--- config.mk ---
export PLATFORM = sky130hd
export DESIGN_NAME = asym_fifo_ctrl_9to18_flat
export DESIGN_NICKNAME = d
export VERILOG_FILES = /design/src/rtl/asym_fifo_pkg.sv /design/src/rtl/asym_fifo_ctrl_9to18_if.sv /design/src/rtl/asym_fifo_skid2.sv /design/src/rtl/asym_fifo_ctrl_9to18.sv /design/src/flat_wrapper.sv
export SDC_FILE = /design/constraint.sdc
export NUM_CORES = 1
export LEC_CHECK = 0
export ABC_AREA = 1
export CAP_MARGIN = 30
export CORE_MARGIN = 8
export CORE_UTILIZATION = 51
export DETAILED_ROUTE_END_ITERATION = 10
export PLACE_DENSITY = 0.79
export SETUP_SLACK_MARGIN = 0.05
export SYNTH_ARGS = -nofsm -noshare
export SYNTH_HDL_FRONTEND = slang
export SYNTH_SLANG_ARGS = --single-unit
--- constraint.sdc ---
create_clock -name clock0 -period 3.57 [get_ports clock0]
set_clock_uncertainty 0.1 [all_clocks]
set_input_delay 0.5355 -clock clock0 [delete_from_list [all_inputs] [get_ports clock0]]
set_output_delay 0.5355 -clock clock0 [all_outputs]
set_load 0.02 [all_outputs]
--- src/rtl/asym_fifo_pkg.sv ---
// Shared widths, pointer types and helpers for the 9-bit write / 18-bit read FIFO controller.
package asym_fifo_pkg;

    localparam int unsigned RATIO         = 2;
    localparam int unsigned NARROW_W      = 9;
    localparam int unsigned WIDE_W        = 18;
    localparam int unsigned WR_ADDR_WIDTH = 11;
    localparam int unsigned RD_ADDR_WIDTH = WR_ADDR_WIDTH - 1;
    localparam int unsigned WR_DATA_WIDTH = NARROW_W;
    localparam int unsigned RD_DATA_WIDTH = WIDE_W;
    localparam int unsigned SKID_DEPTH    = 2;

    typedef logic [WR_ADDR_WIDTH:0] ptr_narrow_t;
    typedef logic [RD_ADDR_WIDTH:0] ptr_wide_t;

    // Wide-word pointer expressed in narrow entries (lap bit carries through).
    function automatic ptr_narrow_t wide_to_narrow(input ptr_wide_t p);
        return ptr_narrow_t'(p) * ptr_narrow_t'(RATIO);
    endfunction

endpackage

--- src/rtl/asym_fifo_ctrl_9to18_if.sv ---
// Push stream, pop stream and BRAM port bundle of the asymmetric FIFO controller.
interface asym_fifo_ctrl_9to18_if;
    import asym_fifo_pkg::*;

    logic                     push_valid_i;
    logic [WR_DATA_WIDTH-1:0] push_data_i;
    logic                     push_ready_o;
    logic                     pop_valid_o;
    logic [RD_DATA_WIDTH-1:0] pop_data_o;
    logic                     pop_ready_i;
    logic [WR_ADDR_WIDTH:0]   level_o;
    logic                     WEN_o;
    logic [WR_ADDR_WIDTH-1:0] WR_ADDR_o;
    logic [WR_DATA_WIDTH-1:0] WDATA_o;
    logic                     REN_o;
    logic [RD_ADDR_WIDTH-1:0] RD_ADDR_o;
    logic [RD_DATA_WIDTH-1:0] RDATA_i;

    // Controller side.
    modport slave (
        input  push_valid_i, push_data_i, pop_ready_i, RDATA_i,
        output push_ready_o, pop_valid_o, pop_data_o, level_o,
               WEN_o, WR_ADDR_o, WDATA_o, REN_o, RD_ADDR_o
    );

    // Producer / consumer / BRAM side.
    modport master (
        output push_valid_i, push_data_i, pop_ready_i, RDATA_i,
        input  push_ready_o, pop_valid_o, pop_data_o, level_o,
               WEN_o, WR_ADDR_o, WDATA_o, REN_o, RD_ADDR_o
    );

endinterface

--- src/rtl/asym_fifo_skid2.sv ---
// Two-entry in-order buffer that lands BRAM read data and presents it on a valid/ready stream.
module asym_fifo_skid2 #(
    parameter int unsigned W = 18
) (
    input  logic         clk,
    input  logic         clr,
    input  logic         cap_valid,
    input  logic [W-1:0] cap_data,
    output logic         out_valid,
    output logic [W-1:0] out_data,
    input  logic         out_ready,
    output logic [1:0]   count
);

    logic [1:0]   count_q;
    logic [W-1:0] head_q;
    logic [W-1:0] tail_q;
    logic         pop;

    assign pop       = out_ready && (count_q != 2'd0);
    assign out_valid = (count_q != 2'd0);
    assign out_data  = head_q;
    assign count     = count_q;

    // Head is always entry 0; a pop shifts the tail forward.
    always_ff @(posedge clk) begin
        if (clr) begin
            count_q <= 2'd0;
            head_q  <= '0;
            tail_q  <= '0;
        end else begin
            case ({cap_valid, pop})
                2'b10: begin
                    if (count_q == 2'd0) begin
                        head_q  <= cap_data;
                        count_q <= 2'd1;
                    end else if (count_q == 2'd1) begin
                        tail_q  <= cap_data;
                        count_q <= 2'd2;
                    end
                end
                2'b01: begin
                    head_q  <= tail_q;
                    count_q <= count_q - 2'd1;
                end
                2'b11: begin
                    if (count_q == 2'd1) begin
                        head_q <= cap_data;
                    end else begin
                        head_q <= tail_q;
                        tail_q <= cap_data;
                    end
                end
                default: ;
            endcase
        end
    end

endmodule

--- src/rtl/asym_fifo_ctrl_9to18.sv ---
// FIFO controller for a 9-bit write / 18-bit read BRAM: pairs byte-stream entries into wide words.
module asym_fifo_ctrl_9to18
    import asym_fifo_pkg::*;
(
    input  logic                    clock0,
    input  logic                    reset,
    input  logic                    flush_i,
    asym_fifo_ctrl_9to18_if.slave   bus
);

    localparam ptr_narrow_t DEPTH = ptr_narrow_t'(2 ** WR_ADDR_WIDTH);

    logic                     clr;
    ptr_narrow_t              wp;
    ptr_wide_t                rp;
    ptr_narrow_t              level;
    ptr_wide_t                avail;
    logic                     inflight;
    logic                     full;
    logic                     push_ready;
    logic                     push_fire;
    logic                     ren;
    logic                     credit_ok;
    logic [1:0]               skid_count;
    logic                     skid_valid;
    logic [RD_DATA_WIDTH-1:0] skid_data;

    assign clr        = reset | flush_i;
    assign level      = wp - wide_to_narrow(rp);
    assign full       = (level == DEPTH);
    assign avail      = level[WR_ADDR_WIDTH:1];
    assign push_ready = !full && !clr;
    assign push_fire  = bus.push_valid_i && push_ready;

    // Only whole committed words are read, and only while the skid can absorb the return.
    assign credit_ok  = (3'(skid_count) + 3'(inflight)) < 3'(SKID_DEPTH);
    assign ren        = !clr && (avail > ptr_wide_t'(inflight)) && credit_ok;

    always_ff @(posedge clock0) begin
        if (clr) begin
            wp       <= '0;
            rp       <= '0;
            inflight <= 1'b0;
        end else begin
            wp       <= wp + ptr_narrow_t'(push_fire);
            rp       <= rp + ptr_wide_t'(ren);
            inflight <= ren;
        end
    end

    // A cleared inflight drops whatever RDATA_i returns after reset/flush.
    asym_fifo_skid2 #(
        .W (RD_DATA_WIDTH)
    ) u_skid (
        .clk       (clock0),
        .clr       (clr),
        .cap_valid (inflight),
        .cap_data  (bus.RDATA_i),
        .out_valid (skid_valid),
        .out_data  (skid_data),
        .out_ready (bus.pop_ready_i),
        .count     (skid_count)
    );

    assign bus.push_ready_o = push_ready;
    assign bus.pop_valid_o  = skid_valid && !clr;
    assign bus.pop_data_o   = clr ? '0 : skid_data;
    assign bus.level_o      = clr ? '0 : level;
    assign bus.WEN_o        = push_fire;
    assign bus.WR_ADDR_o    = clr ? '0 : wp[WR_ADDR_WIDTH-1:0];
    assign bus.WDATA_o      = clr ? '0 : bus.push_data_i;
    assign bus.REN_o        = ren;
    assign bus.RD_ADDR_o    = clr ? '0 : rp[RD_ADDR_WIDTH-1:0];

endmodule

--- src/flat_wrapper.sv ---
// flat-port wrapper written by rule: the top's interface ports become plain ports
module asym_fifo_ctrl_9to18_flat import asym_fifo_pkg::*;
  (clock0, reset, flush_i, bus_push_valid_i, bus_push_data_i, bus_pop_ready_i, bus_RDATA_i, bus_push_ready_o, bus_pop_valid_o, bus_pop_data_o, bus_level_o, bus_WEN_o, bus_WR_ADDR_o, bus_WDATA_o, bus_REN_o, bus_RD_ADDR_o);
  asym_fifo_ctrl_9to18_if bus_i ();
  input  logic clock0;
  input  logic reset;
  input  logic flush_i;
  input wire logic [$bits(bus_i.push_valid_i)-1:0] bus_push_valid_i;
  input wire logic [$bits(bus_i.push_data_i)-1:0] bus_push_data_i;
  input wire logic [$bits(bus_i.pop_ready_i)-1:0] bus_pop_ready_i;
  input wire logic [$bits(bus_i.RDATA_i)-1:0] bus_RDATA_i;
  output wire logic [$bits(bus_i.push_ready_o)-1:0] bus_push_ready_o;
  output wire logic [$bits(bus_i.pop_valid_o)-1:0] bus_pop_valid_o;
  output wire logic [$bits(bus_i.pop_data_o)-1:0] bus_pop_data_o;
  output wire logic [$bits(bus_i.level_o)-1:0] bus_level_o;
  output wire logic [$bits(bus_i.WEN_o)-1:0] bus_WEN_o;
  output wire logic [$bits(bus_i.WR_ADDR_o)-1:0] bus_WR_ADDR_o;
  output wire logic [$bits(bus_i.WDATA_o)-1:0] bus_WDATA_o;
  output wire logic [$bits(bus_i.REN_o)-1:0] bus_REN_o;
  output wire logic [$bits(bus_i.RD_ADDR_o)-1:0] bus_RD_ADDR_o;
  assign bus_i.push_valid_i = bus_push_valid_i;
  assign bus_i.push_data_i = bus_push_data_i;
  assign bus_i.pop_ready_i = bus_pop_ready_i;
  assign bus_i.RDATA_i = bus_RDATA_i;
  assign bus_push_ready_o = bus_i.push_ready_o;
  assign bus_pop_valid_o = bus_i.pop_valid_o;
  assign bus_pop_data_o = bus_i.pop_data_o;
  assign bus_level_o = bus_i.level_o;
  assign bus_WEN_o = bus_i.WEN_o;
  assign bus_WR_ADDR_o = bus_i.WR_ADDR_o;
  assign bus_WDATA_o = bus_i.WDATA_o;
  assign bus_REN_o = bus_i.REN_o;
  assign bus_RD_ADDR_o = bus_i.RD_ADDR_o;
  asym_fifo_ctrl_9to18 u_core (.clock0(clock0), .reset(reset), .flush_i(flush_i), .bus(bus_i));
endmodule
; Word level (Yosys, flattened, before mapping)
; Index checks and enable logic that the tools add are counted.
[op_classes]
muxes = 14
mul = 0
shift = 0
bitwise = 1
eq_ne = 9
div_mod_pow = 0
n_lt_le_gt_ge = 2
reduce_logical = 16
n_addsub = 5
[ops]
columns = operator, count
row1 = $mux W18, 5
row2 = $pmux W18 S3, 1
row3 = $pmux W18 S2, 1
row4 = $add A12 B1 Y12, 1
row5 = $eq A12 B12 Y1 const B, 1
row6 = $mux W12, 1
row7 = $sub A12 B12 Y12, 1
row8 = $add A11 B1 Y11, 1
row9 = $gt A11 B1 Y1, 1
row10 = $mux W11, 1
row11 = $mux W10, 1
row12 = $mux W9, 1
row13 = $logic_and A1 B1 Y1, 6
row14 = $ne A2 B2 Y1 const B, 3
row15 = $reduce_bool A2 Y1, 3
row16 = $eq A2 B1 Y1 const B, 2
row17 = $eq A2 B2 Y1 const B, 2
row18 = $mux W2, 2
row19 = $pmux W2 S2, 1
row20 = $reduce_and A2 Y1, 2
row21 = $add A2 B1 Y3, 1
row22 = $lt A3 B2 Y1 const B, 1
row23 = $ne A3 B3 Y1 const B, 1
row24 = $reduce_and A3 Y1, 1
row25 = 5 further kinds, 6
[word_totals]
ff_bits = 62
rom_bits = 0
latchBits = 0
mem_bits_rw = 0
n_memories = 0
in_bits = 32
output_inout_bits = 64

; Logic depth before layout (Yosys ltp)
[depth]
depth_word = 6
depth_mapped = 24
depth_no_buf = 24

; Cells and area by module
; A second synthesis with hierarchy kept.
[unflattened]
cells_unflattened = 766
hier_area_um2 = 4449.3
[by_module_without_submodules]
columns = module, seq_area_each_um2, area_per_inst_um2, n_inst, cells_per_inst
row1 = asym_fifo_skid2, 760.7, 2321.0, 1, 396
row2 = asym_fifo_ctrl_9to18, 480.5, 2128.3, 1, 370

; Worst setup path before layout
; OpenSTA, ideal clock, no wires.
[synth_timing]
path_type = register to register
from = register u_core.wp[1]
to = register u_core.wp[10]
synth_period_minus_slack_ps = 3271
slack_ps = 299
setup_ps = 119
t_arrival_ps = 3052
path_stages_with_launch = 24
cell_sequence = dfxtp_1 > inv_1 > ha_1 > fa_1 > inv_1 > nand2_1 > nand2_1 > nand3_1 > nand3b_1 > nand2_1 > nand2_1 > nor2_1 > nand3_1 > nand2_1 > nor2_1 > ha_1 > ha_1 > nand2_1 > nor2_1 > nand3_1 > nor2_1 > nand2_1 > o21ai_0 > a21oi_1
[synth_between]
elab_chain_cells = 6
[synth_rtl]
columns = element, line
row1 = "start, declared", asym_fifo_ctrl_9to18.sv:14  ; ptr_narrow_t wp;
row2 = "start signal, assigned", asym_fifo_ctrl_9to18.sv:45  ; wp <= wp + ptr_narrow_t'(push_fire);
row3 = $sub A12 B12 Y12, asym_fifo_ctrl_9to18.sv:29  ; assign level = wp - wide_to_narrow(rp);
row4 = $eq A12 B12 Y1, asym_fifo_ctrl_9to18.sv:30  ; assign full = (level == DEPTH);
row5 = $logic_not A1 Y1, asym_fifo_ctrl_9to18.sv:32  ; assign push_ready = !full && !clr;
row6 = $logic_and A1 B1 Y1, asym_fifo_ctrl_9to18.sv:32
row7 = $logic_and A1 B1 Y1, asym_fifo_ctrl_9to18.sv:33  ; assign push_fire = bus.push_valid_i && push_ready;
row8 = named net bus_WEN_o, flat_wrapper.sv:16  ; output wire logic [$bits(bus_i.WEN_o)-1:0] bus_WEN_o;
row9 = $add A12 B1 Y12, asym_fifo_ctrl_9to18.sv:45
; The timed path passes the listed nets, and every way through them passes these cells.
; A chain may end at the register's enable or synchronous reset.

; Final worst setup path
[layout_timing]
from = register u_core.rp[2]
to = register u_core.wp[10]
[layout_between]
elab_chain_cells = 6
[layout_rtl]
columns = element, line
row1 = "start, declared", asym_fifo_ctrl_9to18.sv:15  ; ptr_wide_t rp;
row2 = "start signal, assigned", asym_fifo_ctrl_9to18.sv:46  ; rp <= rp + ptr_wide_t'(ren);
row3 = $sub A12 B12 Y12, asym_fifo_ctrl_9to18.sv:29
row4 = $eq A12 B12 Y1, asym_fifo_ctrl_9to18.sv:30
row5 = $logic_not A1 Y1, asym_fifo_ctrl_9to18.sv:32
row6 = $logic_and A1 B1 Y1, asym_fifo_ctrl_9to18.sv:32
row7 = $logic_and A1 B1 Y1, asym_fifo_ctrl_9to18.sv:33
row8 = $add A12 B1 Y12, asym_fifo_ctrl_9to18.sv:45
; Every way passes these cells.

==> metrics.csv <==
stage,metric,value,unit
logic_synthesis,synth_area,0.00407,mm²
finish,syn_to_final_growth,31.5,%
finish,final_util,0.693,
route,avgViaCountPerCell,5.36,
setup_path,crit_top_cell,nand2_1,
setup_path,crit_slowest_cell,ha_1,
pwr,pwr-share-comb,0.222,
logic_synthesis,syn_inst,635,
timing,period_minus_slack,3.36,ns
pwr,sequentialPowerShare,0.378,
hold_path,hp-start,u_core.wp[11],
placement,dp.cells,810,
timing,worst_pin_slew,0.936,ns
placement,placed_cell_area,0.00506,mm²
timing,relSlewSlack,0.374,
setup_path,cp-end-kind,register,
logic_synthesis,synthesis.nets,686,
clocking,clock_sinks,62,
clocking,cts_root_buf,clkbuf_8,
floorplan,fp.dieW,105,µm
timing,final_max_slew_viol_count,0,
route,vias,4432,
pwr,switching_power,0.589,mW
pwr,sw_frac_of_total,0.300,
clocking,cts_tree,done,
setup_path,ff2ff_path_depth,24,
setup_path,path_delay_family,simple AND/OR/NAND/NOR gates,
setup_path,r2r_setup_slack,0.21,ns
finish,fillCellCount,642,
logic_synthesis,synth_warnings,0,
floorplan,ios,96,
hold_path,hp-class,reg2reg,
outcome,outcome,completed,
finish,instances_no_fill,827,
setup_path,start_kind,register,
finish,drive_above_1_share,0.0538,
route,wl,11600,µm
route,dr.pass1.iters,4,
finish,layout.nets,771,
global_routing,grt-ovfl-total,0,
setup_path,reg2reg_from,u_core.rp[2],
setup_path,critPathMaxStageDelay,0.40,ns
route,ant_nets,0,
setup_path,critical_path_class,reg2reg,
logic_synthesis,synth_top_area_frac,0.305,
placement,io_buffers,95,
pwr,power.total,1.97,mW
pwr,cellLeakagePower,2.24,nW
floorplan,core-area,0.00773,mm²
setup_path,cp_cell_sequence,"inv_1, ha_1, nand2_1, nand2_1, inv_1, nand2_1, nand2_1, nand2_1, nand2_1, nand2_1, nand2_1, nor2_2, nand3_1, nand2_1, nor2_2, ha_1, ha_1, nand2_1, nor2_2, nand3_1, nor2_1, nand2_1, o21ai_0, a21oi_1",
pwr,p_per_area,368,mW/mm²
logic_synthesis,synth_area_leaders,"dfxtp_1 30%, nand2_1 12%, inv_1 10%",
logic_synthesis,yosysSeqAreaShare,0.305,
finish,final_area,0.00535,mm²
timing,finalSetupViolCount,0,
floorplan,rows,32,
finish,n_antenna_cell,0,
floorplan,initial_utilization,0.527,
clocking,clockBufferDepth,2,
logic_synthesis,synth.avg_cell_area,6.41,µm²
setup_path,path_max_fanout,6,
global_routing,grt_max_degree,45,
flow_run,drv_cap,0,
clocking,clk_pin_slew,0.08,ns
setup_path,critPathBufInv,2,
pwr,p_clk_frac,0.400,
route,drt_iter0_drc,244,
logic_synthesis,synth_top_cell_by_area,dfxtp_1,
global_routing,antenna_found_initial,0,
pwr,max-vdd-ir-drop,0.000359,V
global_routing,grt_pass1_vias,4227,
placement,gp_congestion,0.945,
timing,fin_crit_sh,0.941,
route,route.detailed.wl_per_inst,14.1,µm
global_routing,grt_pass1_wl,19100,µm
logic_synthesis,synth_seq_cells,62,
timing,hold_viol,0,
hold_path,hold_depth,2,
setup_path,r2r-end,u_core.wp[10],
logic_synthesis,synth.distinct_cells,29,
hold_path,holdPathEnd,u_core.wp[11],
floorplan,die_y,105,µm
clocking,cts_made_buffers,9,
clocking,htreeDepth,3,
clocking,clock_latency,0.35,ns
setup_path,cp.arrival,3.50,ns
setup_path,cp.required,3.71,ns
pwr,p_int,1.38,mW
placement,hpwl,8450,µm
global_routing,grtUsageTotal,0.206,
floorplan,dieArea,0.0111,mm²
timing,whs,0.395,ns
route,drc,0,
timing,fmax,0.298,GHz
area by class of cell:
class                           instances  area [µm²]  area share
Multi-Input combinational cell        429        2300       0.429
Timing Repair Buffer                  102        1000       0.187
Inverter                              116         435      0.0813
Sequential cell                        62        1240       0.232
Tap cell                              102         128      0.0238
Clock buffer                           10         138      0.0257
Clock inverter                          6         115      0.0215
state kept, by name, summed over array words and instances (netlist names):
register                flops
u_core.wp                  12
u_core.u_skid.tail_q       18
u_core.rp                  11
u_core.u_skid.out_data     18
u_core.inflight             1
u_core.u_skid.count         2
cell usage after synthesis (all sizes together):
master	count
inv	116
nand2	135
a211oi	1
nand3b	3
o21ai	40
nor2	91
o221ai	12
ha	18
a21boi	1
o211ai	33
xor2	2
nand4	4
a21oi	37
dfxtp	62
clkbuf	13
nand3	24
buf	15
xnor2	2
mux2i	11
nor4	1
a31oi	1
nor3	4
fa	1
a221oi	1
o22ai	7
stage by stage:
stage,worst slack (ns),setup TNS (ns)
2_1_floorplan,0.299,0
3_3_place_gp,0.355,0
3_5_place_dp,0.237,0
4_1_cts,0.169,0
5_1_grt,-0.0321,-0.0321
6_report,0.210,0
worst max-delay path by stage:
stage,start,end,slack (ns),depth (start not counted)
2_1_floorplan,u_core.wp[1],u_core.wp[10],0.30,23
3_3_place_gp,u_core.wp[1],u_core.wp[10],0.35,23
3_5_place_dp,u_core.wp[1],u_core.wp[10],0.24,23
4_1_cts,u_core.wp[1],bus_REN_o,0.17,16
5_1_grt,u_core.rp[2],u_core.wp[10],-0.03,24
6_report,u_core.rp[2],u_core.wp[10],0.21,24
what timing repair did:
item	in CTS	in global routing
setup buffers	0	1
hold buffers	0	0
resized for setup	3	11
endpoints found under the setup margin	3	10
pin swaps	0	1
per-layer routing:
layer  part of all wire  vias to the layer above  track usage
met1               0.42                     2038        0.230
met3              0.053                       21       0.0487
met4              0.022                        0       0.0928
met5                  0                        -            0
li1                   -                     2227            -
met2               0.50                      146        0.363
layout by cell type (no fill, tap or decap), drive strengths merged, types with 2 or more instances in the layout:
cell and instances:
clkbuf 10, xor2 2, o22ai 7, bufinv 3, mux2i 11, nand3 24, o211ai 33, nand4 4
a21oi 37, inv 118, buf 7, o21ai 40, xnor2 2, nand3b 3, dlygate4sd2 3, ha 18
clkdlybuf4s50 92, dfxtp 62, nor3 4, o221ai 12, nand2 135, nor2 91
cell families (layout without fill, tap and decap cells):
family	Yosys count	in the layout	synth area share
AO/OA/AOI/OAI	133	133	0.202
XOR/XNOR	4	4	0.00861
adder cells (fa/ha/maj)	19	19	0.0603
buffers and inverters	144	234	0.141
flip-flops	62	62	0.305
multiplexers	11	11	0.0271
AND/OR/NAND/NOR	262	262	0.256
worst register-to-register path: stages, from the launching register on:
cell and delay [ns]:
dfxtp_1 0.39, inv_1 0.12, ha_1 0.40, nand2_1 0.11, nand2_1 0.07, inv_1 0.08
nand2_1 0.08, nand2_1 0.09, nand2_1 0.06, nand2_1 0.08, nand2_1 0.08, nand2_1 0.08
nor2_2 0.04, nand3_1 0.06, nand2_1 0.08, nor2_2 0.12, ha_1 0.19, ha_1 0.17
nand2_1 0.09, nor2_2 0.14, nand3_1 0.14, nor2_1 0.15, nand2_1 0.10, o21ai_0 0.20
a21oi_1 0.07
power by group through the flow:
stage                     Sequential [mW]  Clock, mW  Combinational (mW)
after floorplan                     0.754          0               0.283
after global placement              0.759          0               0.424
after detailed placement            0.759          0               0.431
after CTS                           0.744      0.793               0.431
after global routing                0.748      0.827               0.485
final                               0.744      0.787               0.436
(Power assumes the default switching activity.)
